`config.mk`:
```
export PLATFORM = sky130hd
export DESIGN_NAME = afpga_store_flash
export DESIGN_NICKNAME = d
export VERILOG_FILES = /design/src/rtl/afpga_store_flash.sv
export SDC_FILE = /design/constraint.sdc
export NUM_CORES = 1
export LEC_CHECK = 0
export CORE_UTILIZATION = 55
export CTS_BUF_LIST = sky130_fd_sc_hd__clkbuf_8
export DETAILED_ROUTE_END_ITERATION = 7
export PLACE_DENSITY = 0.88
export SLEW_MARGIN = 10
export SYNTH_ARGS = -nofsm -noshare
export SYNTH_HDL_FRONTEND = slang
export SYNTH_SLANG_ARGS = --single-unit
```
`constraint.sdc`:
```
create_clock -name sys_clk -period 3.2 [get_ports sys_clk]
set_input_delay 0.48 -clock sys_clk [delete_from_list [all_inputs] [get_ports sys_clk]]
set_output_delay 0.48 -clock sys_clk [all_outputs]
set_load 0.005 [all_outputs]
```
`src/rtl/afpga_store_flash.sv`:
```
// Streams LENGTH bytes from AFPGA shared memory to the flash writer with CRC-32,
// then waits for the writer's completion and reports a done or error pulse.
module afpga_store_flash #(
  parameter logic [22:0] MEM_BASE     = 23'h400000,
  parameter logic [24:0] FLASH_ADDR   = 25'h2e400,
  parameter logic [23:0] LENGTH       = 24'h20000,
  parameter int unsigned FIFO_DEPTH   = 4,
  parameter logic [23:0] DONE_TIMEOUT = 24'hFFFFFF
) (
  input  logic        sys_clk,
  input  logic        glbl_rst,
  input  logic        flash_store_en,
  output logic        flash_store_busy,
  output logic        flash_store_done,
  output logic        flash_store_error,
  output logic        afpga_flash_wren,
  output logic [23:0] afpga_flash_length,
  output logic [24:0] afpga_flash_addr,
  output logic        store_flash_valid,
  output logic        store_flash_last,
  output logic [7:0]  store_flash_data,
  input  logic        flash_wr_ready,
  input  logic        flash_wr_done,
  input  logic        flash_wr_error,
  output logic        store_afpga_rden,
  output logic [22:0] store_afpga_addr,
  input  logic [7:0]  afpga_store_rdata,
  output logic [31:0] store_crc
);

  localparam int unsigned PtrW = $clog2(FIFO_DEPTH);
  localparam logic [PtrW+1:0] DepthOcc = (PtrW + 2)'(FIFO_DEPTH);

  typedef enum logic [1:0] {StIdle, StReq, StStream, StWaitDone} state_e;

  state_e          state_q;
  logic            wren_q, done_q, error_q, rden_q, rvalid_q;
  logic [22:0]     addr_q;
  logic [23:0]     reads_q, bytes_q, tmo_q;
  logic [31:0]     crc_q;
  logic [7:0]      fifo_q [FIFO_DEPTH];
  logic [PtrW-1:0] wr_ptr_q, rd_ptr_q;
  logic [PtrW:0]   cnt_q;

  logic            fifo_valid, accept, push, issue;
  logic [PtrW+1:0] occ;

  function automatic logic [31:0] crc_step(logic [31:0] c, logic [7:0] b);
    logic [31:0] r;
    r = c ^ {24'd0, b};
    for (int i = 0; i < 8; i++) begin
      r = r[0] ? ((r >> 1) ^ 32'hEDB88320) : (r >> 1);
    end
    return r;
  endfunction

  always_comb begin
    fifo_valid = (cnt_q != '0);
    accept     = fifo_valid && flash_wr_ready;
    push       = rvalid_q && (state_q == StStream);
    // Reads still in the memory pipeline count against FIFO space so it can never overflow.
    occ        = {1'b0, cnt_q} + (PtrW + 2)'(rden_q) + (PtrW + 2)'(rvalid_q);
    issue      = (state_q == StStream) && (reads_q < LENGTH) && (occ < DepthOcc);
  end

  assign flash_store_busy   = (state_q != StIdle);
  assign flash_store_done   = done_q;
  assign flash_store_error  = error_q;
  assign afpga_flash_wren   = wren_q;
  assign afpga_flash_length = wren_q ? LENGTH : 24'd0;
  assign afpga_flash_addr   = wren_q ? FLASH_ADDR : 25'd0;
  assign store_flash_valid  = fifo_valid;
  assign store_flash_data   = fifo_valid ? fifo_q[rd_ptr_q] : 8'd0;
  assign store_flash_last   = fifo_valid && (bytes_q == LENGTH - 24'd1);
  assign store_afpga_rden   = rden_q;
  assign store_afpga_addr   = addr_q;
  assign store_crc          = ~crc_q;

  always_ff @(posedge sys_clk) begin
    if (glbl_rst) begin
      state_q  <= StIdle;
      wren_q   <= 1'b0;
      done_q   <= 1'b0;
      error_q  <= 1'b0;
      rden_q   <= 1'b0;
      rvalid_q <= 1'b0;
      addr_q   <= '0;
      reads_q  <= '0;
      bytes_q  <= '0;
      tmo_q    <= '0;
      crc_q    <= '1;
      wr_ptr_q <= '0;
      rd_ptr_q <= '0;
      cnt_q    <= '0;
    end else begin
      wren_q   <= 1'b0;
      done_q   <= 1'b0;
      error_q  <= 1'b0;
      rden_q   <= issue;
      rvalid_q <= rden_q;
      if (rden_q) addr_q <= addr_q + 23'd1;
      if (issue) reads_q <= reads_q + 24'd1;
      if (push) begin
        fifo_q[wr_ptr_q] <= afpga_store_rdata;
        wr_ptr_q         <= wr_ptr_q + 1'b1;
      end
      if (accept) begin
        rd_ptr_q <= rd_ptr_q + 1'b1;
        bytes_q  <= bytes_q + 24'd1;
        crc_q    <= crc_step(crc_q, fifo_q[rd_ptr_q]);
      end
      cnt_q <= cnt_q + (PtrW + 1)'(push) - (PtrW + 1)'(accept);

      case (state_q)
        StIdle: begin
          if (flash_store_en) begin
            state_q <= StReq;
            wren_q  <= 1'b1;
            crc_q   <= '1;
            addr_q  <= MEM_BASE;
            reads_q <= '0;
            bytes_q <= '0;
          end
        end
        StReq: begin
          if (LENGTH == 24'd0) begin
            error_q <= 1'b1;
            state_q <= StIdle;
          end else begin
            state_q <= StStream;
          end
        end
        StStream: begin
          if (flash_wr_error) begin
            error_q  <= 1'b1;
            state_q  <= StIdle;
            rden_q   <= 1'b0;
            rvalid_q <= 1'b0;
            wr_ptr_q <= '0;
            rd_ptr_q <= '0;
            cnt_q    <= '0;
          end else if (accept && store_flash_last) begin
            state_q <= StWaitDone;
            // tmo_q counts cycles since the accepting cycle.
            tmo_q   <= 24'd1;
          end
        end
        StWaitDone: begin
          tmo_q <= tmo_q + 24'd1;
          if (flash_wr_error || (tmo_q == DONE_TIMEOUT - 24'd1)) begin
            error_q <= 1'b1;
            state_q <= StIdle;
          end else if (flash_wr_done) begin
            done_q  <= 1'b1;
            state_q <= StIdle;
          end
        end
        default: state_q <= StIdle;
      endcase
    end
  end

endmodule
```
Yosys cells after proc, flatten, opt, wreduce, memory -nomap -nowiden

Memories as Yosys holds them, arrays and structs flattened. A register that Yosys moved wholly into a read port is not among the register bits.
Cells that the tools add are included.

Word-level logic and storage cells: 117
Bits of input ports: 14
Latch bits: 0
Memory bits (writable): 32
Memories: 1
Register bits: 141
Memory bits (read-only): 0
Output and inout bits: 119

Shift operators: 0
Add/sub/neg operators: 10
Div/mod/pow operators: 0
Bitwise logic cells: 12
Multiplexer cells: 53
Equality and inequality tests: 10
Multiply operators: 0
$lt $le $gt $ge: 2
Reductions and logical operators: 15

Memory list:

| name   | depth | bits a word | read ports | clocked after memory_dff | write ports | RTL line | RTL |
|---|---|---|---|---|---|---|---|
| fifo_q | 4     | 8           | 1          | 1                        | 1           | 41       | `logic [7:0] fifo_q [FIFO_DEPTH];` |

Operator list:

| operator                                                               | number |
|---|---|
| 32-bit two-way mux                                                     | 11 |
| 24-bit two-way mux                                                     | 8 |
| 13-bit inverter with 14-bit output                                     | 8 |
| 24-bit by 1-bit adder with 24-bit output, second input constant        | 3 |
| 23-bit two-way mux                                                     | 3 |
| 24-bit case mux with 2 select lines                                    | 1 |
| 18-bit two-way mux                                                     | 2 |
| 32-bit inverter                                                        | 1 |
| 32-bit by 8-bit XOR with 32-bit output                                 | 1 |
| 24-bit by 17-bit == test with 1-bit output, second input constant      | 1 |
| 24-bit == test, second input constant                                  | 1 |
| 24-bit by 18-bit < comparator with 1-bit output, second input constant | 1 |
| 2-bit two-way mux                                                      | 12 |
| 23-bit by 1-bit adder with 23-bit output, second input constant        | 1 |
| 1-bit two-way mux                                                      | 11 |
| 8-bit two-way mux                                                      | 1 |
| 2-bit case mux with 4 select lines                                     | 1 |
| 1-bit logical AND                                                      | 6 |
| 3-bit two-way mux                                                      | 2 |
| 3-bit AND reduction                                                    | 2 |
| 2-bit by 1-bit adder with 2-bit output, second input constant          | 2 |
| 3-bit by 1-bit adder with 4-bit output                                 | 1 |
| 4-bit by 1-bit adder with 4-bit output                                 | 1 |
| 2-bit == test, second input constant                                   | 2 |
| 16 further kinds                                                       | 19 |

Longest topological paths before layout

Depth in word-level cells: 20
Gate-level depth with buffers: 10
Depth with buffers taken out: 9

Least setup slack after synthesis

Ideal clock, no wire load.

Path kind: register to register
Start: register rd_ptr_q[0] (netlist name)
End: register crc_q[19]
Setup time: 125 ps
Path buffers: 1
Slack: 914 ps
Required time: 3075 ps
Stages on the path, launching flop included: 8
Period minus slack after synthesis: 2286 ps
Arrival: 2161 ps
Cells stage by stage: dfxtp_1 > buf_6 > mux4_2 > xnor2_4 > xnor3_2 > xnor2_2 > xnor2_1 > o21ai_1

RTL lines:

| element              | RTL line | RTL |
|---|---|---|
| end signal, assigned | 110      | `crc_q <= crc_step(crc_q, fifo_q[rd_ptr_q]);` |
| end, declared        | 40       | `logic [31:0] crc_q;` |

==> run_results.csv <==
group,metric,value,unit
status,status,"finished, violations left",
status,violations,"design-rule violations",
global_route,first_global_vias,5663,
yosys,syn_inst,869,
cts,clockBufferDepth,2,
cts,numCtsBuffers,17,
final_layout,regArea,0.00378,mm2
final_layout,design_area,0.00963,mm2
timing,period_minus_slack,3060,ps
final_layout,drive_gt1_share,6.96,%
global_route,gr-total-overflow,0,
critical_path,cp_max_fo,6,
yosys,synth_area,0.00840,mm2
drt,wl_met1,7440,um
critical_path,cp_slowest_cell,"mux4_1",
cts,cts_tree,"yes",
yosys,synthArstFlopShare,0,%
timing,drv_slew,0,
drt,ant_nets,0,
critical_path,cp_data_arrival_time,2580,ps
floorplan,die_x,126,um
job,drv_cap,0,
global_route,grt_pass1_wl,27300,um
cts,cts.sinks,173,
cts,cts_root_buffer,"clkbuf_8",
cts,cts_hold_buf,0,
floorplan,ioPinCount,133,
place,numPortBuffers,89,
drt,route.met3.wl,881,um
global_route,grtUsageTotal,21.7,%
cts,insertion_delay,470,ps
final_layout,multiInputGateArea,0.00412,mm2
cts,htreeDepth,4,
final_layout,finalNetCount,977,
final_layout,syn_to_final_growth,14.7,%
timing,setup_violations,0,
timing,hold_violations,0,
yosys,syn_avg_cell_area,9.66,um2
yosys,ys_types,51,
drt,drt-wirelength-per-cell,14.6,um
critical_path,crit_chain,"buf_4 > mux4_1 > and2_2 > clkdlybuf4s50_1",
yosys,yosysSeqAreaShare,45.1,%
timing,slew_headroom,55.8,%
yosys,synth_edf_count,32,
timing,rsz0062_at_grt,"no",
final_layout,n_fill_cell,1141,
drt,route.detailed.drc,9,
floorplan,core,0.0147,mm2
final_layout,antenna_cells,0,
critical_path,worstSetupPathType,"reg2out",
place,dp_slack,484,ps
drt,vias,6123,
critical_path,max_stage_delay,670,ps
place,routabilityCongestion,0.845,
timing,fmax,0.327,GHz
floorplan,die_h,126,um
critical_path,r2r_setup_slack,420,ps
place,place_area,0.00929,mm2
drt,vias_per_cell,5.34,
timing,fin_tns_setup,0,ps
timing,tightestPinTransition,657,ps
drt,wl,16700,um
pwr,vdd_drop_max,0.000458,V
critical_path,critPathBufInv,2,
global_route,grt_max_degree,57,
drt,drtPass1Iterations,8,
critical_path,cp-start-kind,"flop",
pwr,power,6880,uW
yosys,synthFlopType,"dfxtp_1",
cts,path_clk_slew,100,ps
timing,fin_ws,144,ps
floorplan,initial_core_util,57.1,%
drt,dr.max_layer_used,"met4",
yosys,yosys_warnings,0,
floorplan,rows,44,
drt,drtIter0Drc,472,
critical_path,endpoint_kind,"output pin",
drt,dr_wl_met2,8150,um
yosys,synth_seq_cells,173,
pwr,leakage,0.00375,uW
cts,cts_setup_buffers,0,
critical_path,required,2720,ps
pwr,powerDensity,714,mW/mm2
place,place_hpwl,12200,um
worst_hold_path,hold_class,"reg2reg",
global_route,grt_antenna_before_repair,0,
critical_path,cp_top_family,"buffers and inverters",
timing,skew,14.5,ps
floorplan,dieArea,0.0158,mm2
cts,cts-resized-gates,0,
timing,period_share,95.5,%
layout by cell type (no fill, tap or decap), types with 2 or more instances in the layout:
cell	netlist	routed
o2111ai_1	6	6
nor4b_1	3	3
o211ai_1	20	20
nor4_1	4	4
nor2_1	102	102
ha_1	13	13
xnor2_2	4	4
nand4_1	17	17
conb_1	1	43
mux4_2	7	7
xnor2_1	73	73
edfxtp_1	32	32
a21oi_1	34	33
clkinvlp_2	0	2
or3_1	11	11
buf_4	49	12
and2_1	25	25
and4_1	9	9
a31oi_1	2	2
inv_1	45	47
and3_1	20	20
dfxtp_1	141	141
a211oi_1	7	7
clkdlybuf4s50_1	0	89
nand2_1	55	55
nor3_1	11	11
nand3_1	32	32
o21ai_0	22	22
inv_8	0	2
xnor2_4	8	8
xor2_1	61	61
clkbuf_8	0	17
a21o_1	3	3
inv_6	0	6
Yosys cell counts (2+ instances only):
| library cell | n | area (um2) |
|---|---|---|
| o2111ai_1 | 6 | 52.6 |
| nor4b_1 | 3 | 26.3 |
| and4_1 | 9 | 78.8 |
| buf_4 | 49 | 368 |
| xnor2_4 | 8 | 220 |
| nand3_1 | 32 | 160 |
| inv_1 | 45 | 169 |
| nor3_1 | 11 | 55.1 |
| nor2_1 | 102 | 383 |
| o211ai_1 | 20 | 150 |
| xnor2_2 | 4 | 65.1 |
| a21oi_1 | 34 | 170 |
| a211oi_1 | 7 | 52.6 |
| edfxtp_1 | 32 | 961 |
| o21ai_0 | 22 | 110 |
| ha_1 | 13 | 163 |
| nand2_1 | 55 | 206 |
| mux4_2 | 7 | 158 |
| xnor2_1 | 73 | 639 |
| a21o_1 | 3 | 22.5 |
| clkbuf_1 | 25 | 93.8 |
| xor2_1 | 61 | 534 |
| or3_1 | 11 | 68.8 |
| and3_1 | 20 | 125 |
| a31oi_1 | 2 | 12.5 |
| nor4_1 | 4 | 25.0 |
| and2_1 | 25 | 156 |
| nand4_1 | 17 | 106 |
| nand2b_1 | 2 | 12.5 |
| buf_1 | 6 | 22.5 |
| dfxtp_1 | 141 | 2820 |
sequential cells by signal, summed over array words and instances (netlist names):
| register | count |
|---|---|
| rvalid_q | 1 |
| reads_q | 24 |
| store_afpga_addr | 23 |
| rd_ptr_q | 2 |
| tmo_q | 24 |
| state_q | 2 |
| bytes_q | 24 |
| wr_ptr_q | 2 |
| flash_store_error | 1 |
| flash_store_done | 1 |
| cnt_q | 3 |
| fifo_q | 32 |
| store_afpga_rden | 1 |
| crc_q | 32 |
| afpga_flash_wren | 1 |
final timing paths:
check                         startpoint                      to  depth (start not counted)
setup / recovery  rd_ptr_q[0]$_SDFF_PP0_     store_flash_data[4]                          4
hold / removal    reads_q[23]$_SDFF_PP0_  reads_q[23]$_SDFF_PP0_                          1
setup reg to reg  rd_ptr_q[0]$_SDFF_PP0_    crc_q[18]$_SDFF_PP1_                          7
hold reg to reg   reads_q[23]$_SDFF_PP0_  reads_q[23]$_SDFF_PP0_                          1
through the flow:
| step | hold slack (ps) | cells | util (%) |
|---|---|---|---|
| finish | 470 | 1146 | 65.5 |
| global route | 483 | 1146 | 65.5 |
| detailed placement | 445 | 1114 | 63.2 |
| CTS | 472 | 1146 | 65.5 |
| floorplan | 430 | 911 | - |
| global placement | 444 | 1114 | 63.2 |
kinds of logic after synthesis:
| group | count (synthesis) | share of synthesized area [%] |
|---|---|---|
| AOI/OAI and AO/OA | 99 | 7.27 |
| xor gates and xnor gates | 148 | 17.8 |
| adders and majority gates | 14 | 2.18 |
| buffers and inverters | 127 | 7.97 |
| DFF | 173 | 45.1 |
| muxes | 9 | 2.31 |
| other | 1 | 0.0447 |
| and+or+nand+nor | 298 | 17.3 |
where the power goes:
part	internal, uW	switching, uW
sequential	2360	171
clock	550	824
combinational	1490	1490
total	4390	2490
layer usage:
metal	GRT usage, %	vias to the layer above
li1	-	2996
met1	27.1	2921
met2	36.3	175
met3	5.65	31
met4	7.75	0
met5	0	-
cell type report:
cell class | instances | area share [%]
clock buffer | 17 | 2.43
inverter | 45 | 1.75
clock inverter | 15 | 1.17
tap | 184 | 2.39
timing repair buffer | 101 | 10.2
multi-input combinational | 611 | 42.8
sequential | 173 | 39.3
(Power assumes the default switching activity.)
